--- src/rtl/memstream_strm_fifo.sv ---
// Per-stream output FIFO for memstream: RAM with synchronous read, a read stage and an output
// register, with registered tready/afull. Define MEMSTREAM_STRM_FIFO_OCCUPANCY_EN to expose the fill level.
module memstream_strm_fifo #(
    parameter int unsigned WIDTH        = 32,
    parameter int unsigned DEPTH        = 32,
    parameter int unsigned AFULL_MARGIN = 4,
    parameter string       RAM_STYLE    = "auto"
) (
    input  logic                       aclk,
    input  logic                       aresetn,
    input  logic [WIDTH-1:0]           s_axis_tdata,
    input  logic                       s_axis_tvalid,
    output logic                       s_axis_tready,
    output logic                       s_axis_afull,
    output logic [WIDTH-1:0]           m_axis_tdata,
    output logic                       m_axis_tvalid,
    input  logic                       m_axis_tready,
    output logic [$clog2(DEPTH):0]     occupancy
);

    localparam int unsigned AW = $clog2(DEPTH);
    localparam int unsigned CW = AW + 1;
    localparam logic [CW-1:0] DEPTH_C = CW'(DEPTH);
    localparam logic [CW-1:0] AFULL_C = CW'(DEPTH - AFULL_MARGIN);

    (* ram_style = RAM_STYLE *) logic [WIDTH-1:0] mem [DEPTH];

    logic [AW-1:0]    wr_ptr_q, rd_ptr_q;
    logic [CW-1:0]    ram_cnt_q, ram_cnt_d;
    logic [CW-1:0]    cnt_q, cnt_d;
    logic             rd_valid_q, out_valid_q;
    logic [WIDTH-1:0] rd_data_q, out_data_q;
    logic             tready_q, afull_q;

    logic push, pop, out_load, rd_issue;

    always_comb begin
        push     = s_axis_tvalid & tready_q;
        pop      = out_valid_q & m_axis_tready;
        // Read stage feeds the output register whenever it is empty or being popped.
        out_load = rd_valid_q & (~out_valid_q | pop);
        rd_issue = (ram_cnt_q != '0) & (~rd_valid_q | out_load);
    end

    always_comb begin
        cnt_d = cnt_q;
        case ({push, pop})
            2'b10:   cnt_d = cnt_q + CW'(1);
            2'b01:   cnt_d = cnt_q - CW'(1);
            default: cnt_d = cnt_q;
        endcase
    end

    always_comb begin
        ram_cnt_d = ram_cnt_q;
        case ({push, rd_issue})
            2'b10:   ram_cnt_d = ram_cnt_q + CW'(1);
            2'b01:   ram_cnt_d = ram_cnt_q - CW'(1);
            default: ram_cnt_d = ram_cnt_q;
        endcase
    end

    always_ff @(posedge aclk) begin
        if (!aresetn) begin
            wr_ptr_q    <= '0;
            rd_ptr_q    <= '0;
            ram_cnt_q   <= '0;
            cnt_q       <= '0;
            rd_valid_q  <= 1'b0;
            out_valid_q <= 1'b0;
            out_data_q  <= '0;
            tready_q    <= 1'b0;
            afull_q     <= 1'b0;
        end else begin
            ram_cnt_q <= ram_cnt_d;
            cnt_q     <= cnt_d;
            tready_q  <= (cnt_d < DEPTH_C);
            afull_q   <= (cnt_d >= AFULL_C);
            if (push) begin
                wr_ptr_q <= wr_ptr_q + AW'(1);
            end
            if (rd_issue) begin
                rd_ptr_q   <= rd_ptr_q + AW'(1);
                rd_valid_q <= 1'b1;
            end else if (out_load) begin
                rd_valid_q <= 1'b0;
            end
            if (out_load) begin
                out_data_q  <= rd_data_q;
                out_valid_q <= 1'b1;
            end else if (pop) begin
                out_valid_q <= 1'b0;
            end
        end
    end

    // Storage and its read register stay reset-free so they map onto block RAM.
    always_ff @(posedge aclk) begin
        if (push) begin
            mem[wr_ptr_q] <= s_axis_tdata;
        end
        if (rd_issue) begin
            rd_data_q <= mem[rd_ptr_q];
        end
    end

    assign s_axis_tready = tready_q;
    assign s_axis_afull  = afull_q;
    assign m_axis_tdata  = out_data_q;
    assign m_axis_tvalid = out_valid_q;

`ifdef MEMSTREAM_STRM_FIFO_OCCUPANCY_EN
    assign occupancy = cnt_q;
`else
    assign occupancy = '0;
`endif

endmodule

--- config.mk ---
export PLATFORM = sky130hd
export DESIGN_NAME = memstream_strm_fifo
export DESIGN_NICKNAME = d
export VERILOG_FILES = /design/src/rtl/memstream_strm_fifo.sv
export SDC_FILE = /design/constraint.sdc
export NUM_CORES = 1
export LEC_CHECK = 0
export ABC_CLOCK_PERIOD_IN_PS = 7900
export CAP_MARGIN = 20
export CORE_ASPECT_RATIO = 0.7
export CORE_UTILIZATION = 40
export DETAILED_ROUTE_END_ITERATION = 16
export SLEW_MARGIN = 15
export SYNTH_ARGS = -nofsm -noshare
export SYNTH_HDL_FRONTEND = slang
export SYNTH_SLANG_ARGS = --single-unit
--- constraint.sdc ---
create_clock -name aclk -period 7.9 [get_ports aclk]
set_clock_uncertainty 0.15 [all_clocks]
set_input_delay 1.58 -clock aclk [delete_from_list [all_inputs] [get_ports aclk]]
set_output_delay 1.58 -clock aclk [all_outputs]
set_load 0.02 [all_outputs]
Word level (Yosys, flattened, before mapping)
Memories as Yosys holds them, arrays and structs flattened. A register that Yosys moved wholly into a read port is not among the register bits.
Index checks and enable logic that the tools add are counted.
Widths: inputs -> output; s select.
{"block": "word_totals", "inputBits": 36, "ff_bits": 58, "ram_bits": 1024, "n_memories": 1}
{"block": "op_classes", "reduce_logical": 4, "muxes": 8, "bitwise": 8, "eq_ne": 4, "n_lt_le_gt_ge": 2, "add_sub_neg": 6}
{"memory": "mem", "words": 32, "width": 32, "read_ports": 1, "rd_clocked_by_memory_dff": 1, "write_ports": 1, "line": "26", "text": "(* ram_style = RAM_STYLE *) logic [WIDTH-1:0] mem [DEPTH];"}
{"cell": "$pmux 6 s2", "n": 2}
{"cell": "$add 6x1->6 const B", "n": 2}
{"cell": "$sub 6x1->6 const B", "n": 2}
{"cell": "$add 5x1->5 const B", "n": 2}
{"cell": "$ge 6x5->1 const B", "n": 1}
{"cell": "$lt 6x6->1 const B", "n": 1}
{"cell": "$mux 1", "n": 6}
{"cell": "$reduce_bool 2->1", "n": 3}
{"cell": "$reduce_bool 6->1", "n": 1}
{"cell": "$and 1x1->1", "n": 4}
{"cell": "$eq 2x1->1 const B", "n": 2}
{"cell": "$eq 2x2->1 const B", "n": 2}
{"cell": "$not 1->1", "n": 2}
{"cell": "$or 1x1->1", "n": 2}

Depth between registers and ports, before layout
{"block": "logic_depth", "depth_word": 7, "depth_mapped": 12, "mapped_depth_nobuf": 10}

Worst setup path after synthesis
No wires, ideal clock.
{"block": "synth_path", "kind": "input port to flip-flop", "start": "input port m_axis_tready", "end": "register ram_cnt_q[4]", "slack_ns": 2.401, "t_required_ns": 7.691, "path_buffers": 0, "t_arrival_ns": 5.290, "setup_time_ns": 0.059, "stages": 10, "path_cell_list": "and3b_1 a21oi_1 ha_1 inv_1 fa_1 nor2b_1 o21a_1 nor3_1 o31ai_1 and2_1"}
{"block": "synth_between", "elab_chain_len": 7}
{"item": "from (decl)", "line": "17", "text": "input logic m_axis_tready,"}
{"item": "$and 1x1->1 *", "line": "39", "text": "pop = out_valid_q & m_axis_tready;"}
{"item": "$or 1x1->1 *", "line": "41", "text": "out_load = rd_valid_q & (~out_valid_q | pop);"}
{"item": "$and 1x1->1 *", "line": "41"}
{"item": "$or 1x1->1 *", "line": "42", "text": "rd_issue = (ram_cnt_q != '0) & (~rd_valid_q | out_load);"}
{"item": "$and 1x1->1 *", "line": "42"}
{"item": "via rd_issue", "line": "35", "text": "logic push, pop, out_load, rd_issue;"}
{"item": "$eq 2x1->1 or $eq 2x2->1 (tied branches)", "line": "56", "text": "case ({push, rd_issue})"}
{"item": "$pmux 6 s2 or $reduce_bool 2->1 (tied branches)"}
{"item": "to (signal assigned)", "line": "75", "text": "ram_cnt_q <= ram_cnt_d;"}
{"item": "to (decl)", "line": "29", "text": "logic [CW-1:0] ram_cnt_q, ram_cnt_d;"}
Mark *: on every way through the listed nets, which the timed path passes. The rest lies on a longest branch.
A chain may end at the register's enable or synchronous reset.

Worst setup path in the final report
Ends and elaborated chain as after synthesis.

==> key figures <==
Timing
  • Setup-failing EPs final: 0
  • Crit share post-route: 55.3%
  • RSZ-0062 raised after global routing: false
  • Fmax: roughly 230 MHz
  • Worst slew margin: 28.3%
  • Pins Over Slew Limit: 0
  • Min cycle time layout: between 4000 and 5000 ps
  • Setup TNS: 0 ps
  • Final Hold Fails: 0
  • Actual slew at the worst max-slew pin: 1070 ps

Logic synthesis
  • Count of warnings emitted by yosys: 0
  • Post-synth EDFFs: 1056
  • Post-Synthesis Cells: 1855
  • Async set-reset flop share out of synthesis: 0%
  • FF+latch count, synth: ~1100
  • Count leader, synth: edfxtp_1
  • Main flop type after synthesis: edfxtp_1
  • Area of the mapped netlist: 0.0425 mm²
  • Top cells by count, synth: edfxtp_1 (1056), mux4_2 (320), nand2_1 (78)
  • Seq/Total Area, Yosys: 77.3%
  • Mean area per synthesized cell: 22.9 µm²
  • Area share of the largest cell type after synthesis: 74.5%
  • Cell taking the most area after synthesis: edfxtp_1
  • Post-synth cell types: 46
  • Largest cells by area after synthesis: edfxtp_1 (75%), mux4_2 (17%), dfxtp_1 (2.7%), mux2_2 (0.85%), nand2_1 (0.69%)

Worst setup path
  • CP required: 8370 ps
  • Crit path buffers/inverters: 3
  • Setup crit start kind: input pin
  • Largest stage delay on the critical path: 590 ps
  • Critical Path AT: 4840 ps
  • Critical-path cell list: clkdlybuf4s50_1 -> and3b_1 -> a21oi_4 -> buf_4 -> ha_1 -> inv_1 -> fa_1 -> nor2b_1 -> o21a_1 -> nor3_1 -> o31ai_1 -> and2_1
  • CP Max Fanout: 38
  • Critical Path Sink Type: flip-flop
  • Delay-heaviest family, CP: buffers and inverters
  • CP max-delay cell: buf_4
  • WS Path Type: in -> reg

Route
  • Avg WL per Cell: 27.9 µm
  • Initial detailed-routing violation count: 2062
  • Vias per std cell: 5.58
  • DR pass1 iterations: 5
  • Post-route ant nets: 0
  • Final wirelength: around 100 mm
  • Number of remaining DRC errors: 0
  • Vias: 19500

Clock network
  • Hold buffers post-CTS: 0
  • Maximum buffer depth of the clock tree: 3
  • CTS clk-pin slew, worst paths: 70 ps
  • CTS Buf Count: 100
  • H-tree levels: 3
  • TritonCTS clock tree: yes
  • Post-CTS setup buffers: 0
  • Clock Latency Late Sink: between 600 and 700 ps
  • Post-CTS sizing: 0
  • Clock root buffer: clkbuf_16
  • Clk sinks: 1114

Layout
  • Post-route insts no fill: 3490
  • Final Util: 46.6%
  • Nets@finish: 2044
  • Area growth from synthesis to layout: 14.7%
  • Post-route cell area: 0.0488 mm²
  • Fraction of layout cells with a size suffix above 1: 29.8%
  • Number of fill cells: a little under 9000

Power
  • Flop pwr share: between 40% and 50%
  • Total power: 15.0 mW
  • LEAKAGE: 14.8 nW
  • Clock power share: 33.2%
  • P_sw: 3.91 mW
  • Combinational Power Share: 20.7%
  • Int Power: roughly 11 mW
  • Switch share: roughly a quarter
  • VDD IR max: 0.218 mV
  • Pwr/cell area: ~310 mW/mm²

Worst hold path
  • Tightest Hold Check Type: reg -> reg

Global route
  • Grt ovf: 0
  • Tot GR Track Use: 18.4%
  • Vias in the first global route: just under 20000
  • Initial antenna violation count: 0
  • Largest net degree at the start of global routing: just under 90
  • First-pass GRT wire length: around 140 mm

Floorplanning
  • Initial Util: ~41%
  • Row count: 99
  • Die Area: around 0.11 mm²
  • Die Y: between 200 and 300 µm
  • Core ar.: between 0.1 and 0.15 mm²
  • I/O pins: 77
  • Die X-Extent: 392 µm

Place
  • Placed cells: between 3000 and 4000
  • Final Wtd Congestion: 0.804
  • # port buffers: 70
  • DP Area: 0.0454 mm²
  • HPWL Detailed: 56.8 mm

Status
  • Outcome: completed

Job
  • Max Cap Violations: 0
[through the flow]
| stage | setup WS [ps] | hold WS [ps] |
|---|---|---|
| after detailed placement | 2850 | 304 |
| after floorplan | 2400 | 293 |
| after global routing | 3400 | 331 |
| final | 3530 | 308 |
| after CTS | 3590 | 313 |
| after global placement | 2990 | 302 |
[per-layer routing]
metal / part of all wire [%] / global-route usage, % / vias to the layer above / wire [µm]
li1: - / - / 8066 / -
met4: 1.4 / 3.38 / 0 / 1360
met5: 0 / 0 / - / 0
met3: 7.3 / 4.03 / 103 / 7160
met1: 46 / 28.6 / 10600 / 45200
met2: 45 / 26.9 / 706 / 43700
[state kept, by name (all words and copies together) (netlist names)]
name           flops
m_axis_tdata      32
mem             1024
m_axis_tvalid      1
rd_valid_q         1
wr_ptr_q           5
cnt_q              6
s_axis_tready      1
s_axis_afull       1
ram_cnt_q          6
rd_ptr_q           5
rd_data_q         32
[area by class of cell]
class	count	area, µm²	share of cell area [%]
antenna	2	5.00	0.0103
clock buffer	114	2580	5.28
clock inverter	68	759	1.56
inverter	12	45.0	0.0923
timing repair buffer	138	1400	2.86
multi-input combinational	628	9350	19.2
sequential	1114	32900	67.4
tap	1414	1770	3.63
[power groups by stage]
stage	sequential [mW]	clock (mW)	combinational (mW)
6_report	6.91	4.98	3.09
5_1_grt	6.94	5.29	3.30
4_1_cts	6.92	5.07	3.14
3_5_place_dp	7.04	0	3.13
3_3_place_gp	7.04	0	3.11
2_1_floorplan	6.93	0	2.23
[cell families after synthesis]
kind of cell | Yosys count | synth area share [%]
flops | 1114 | 77.3
fa+ha+maj | 14 | 0.429
mux | 357 | 17.9
other cells | 1 | 0.00882
simple gates | 175 | 1.84
xor+xnor | 17 | 0.350
buf+inv | 118 | 1.38
compound gates | 59 | 0.803
[path summary, 6_finish.rpt]
| path | from | end | slack (ps) | cells after the start |
|---|---|---|---|---|
| max | m_axis_tready | ram_cnt_q[4] | 3530 | 12 |
| min | m_axis_tdata[26] | m_axis_tdata[26] | 310 | 2 |
| max reg2reg | rd_ptr_q[1] | rd_data_q[14] | 4000 | 4 |
| min reg2reg | m_axis_tdata[26] | m_axis_tdata[26] | 310 | 2 |
[worst min-delay path: stages, from the launching register on]
cell	delay (ps)
dfxtp_1	310
nand2_1	50
a21oi_1	50
[cell usage in the layout (no fill, tap or decap), types with 4 or more instances in the layout]
cell and count:
a21oi_1 40, and2_1 6, buf_12 7, buf_16 5, buf_2 8, buf_4 51, buf_8 5, bufinv_16 15
clkbuf_1 13, clkbuf_16 101, clkdlybuf4s50_1 62, clkinv_1 23, clkinv_2 16, clkinvlp_4 7, conb_1 6, dfxtp_1 53
dfxtp_4 4, edfxtp_1 1056, ha_1 13, inv_1 11, mux2_2 32, mux2i_1 5, mux4_2 320, nand2_1 77
nand3b_1 6, nand4_1 4, nor2_1 22, nor2_4 30, nor2b_1 4, nor3_1 4, xnor2_1 7, xor2_1 10
(Power assumes the default switching activity.)
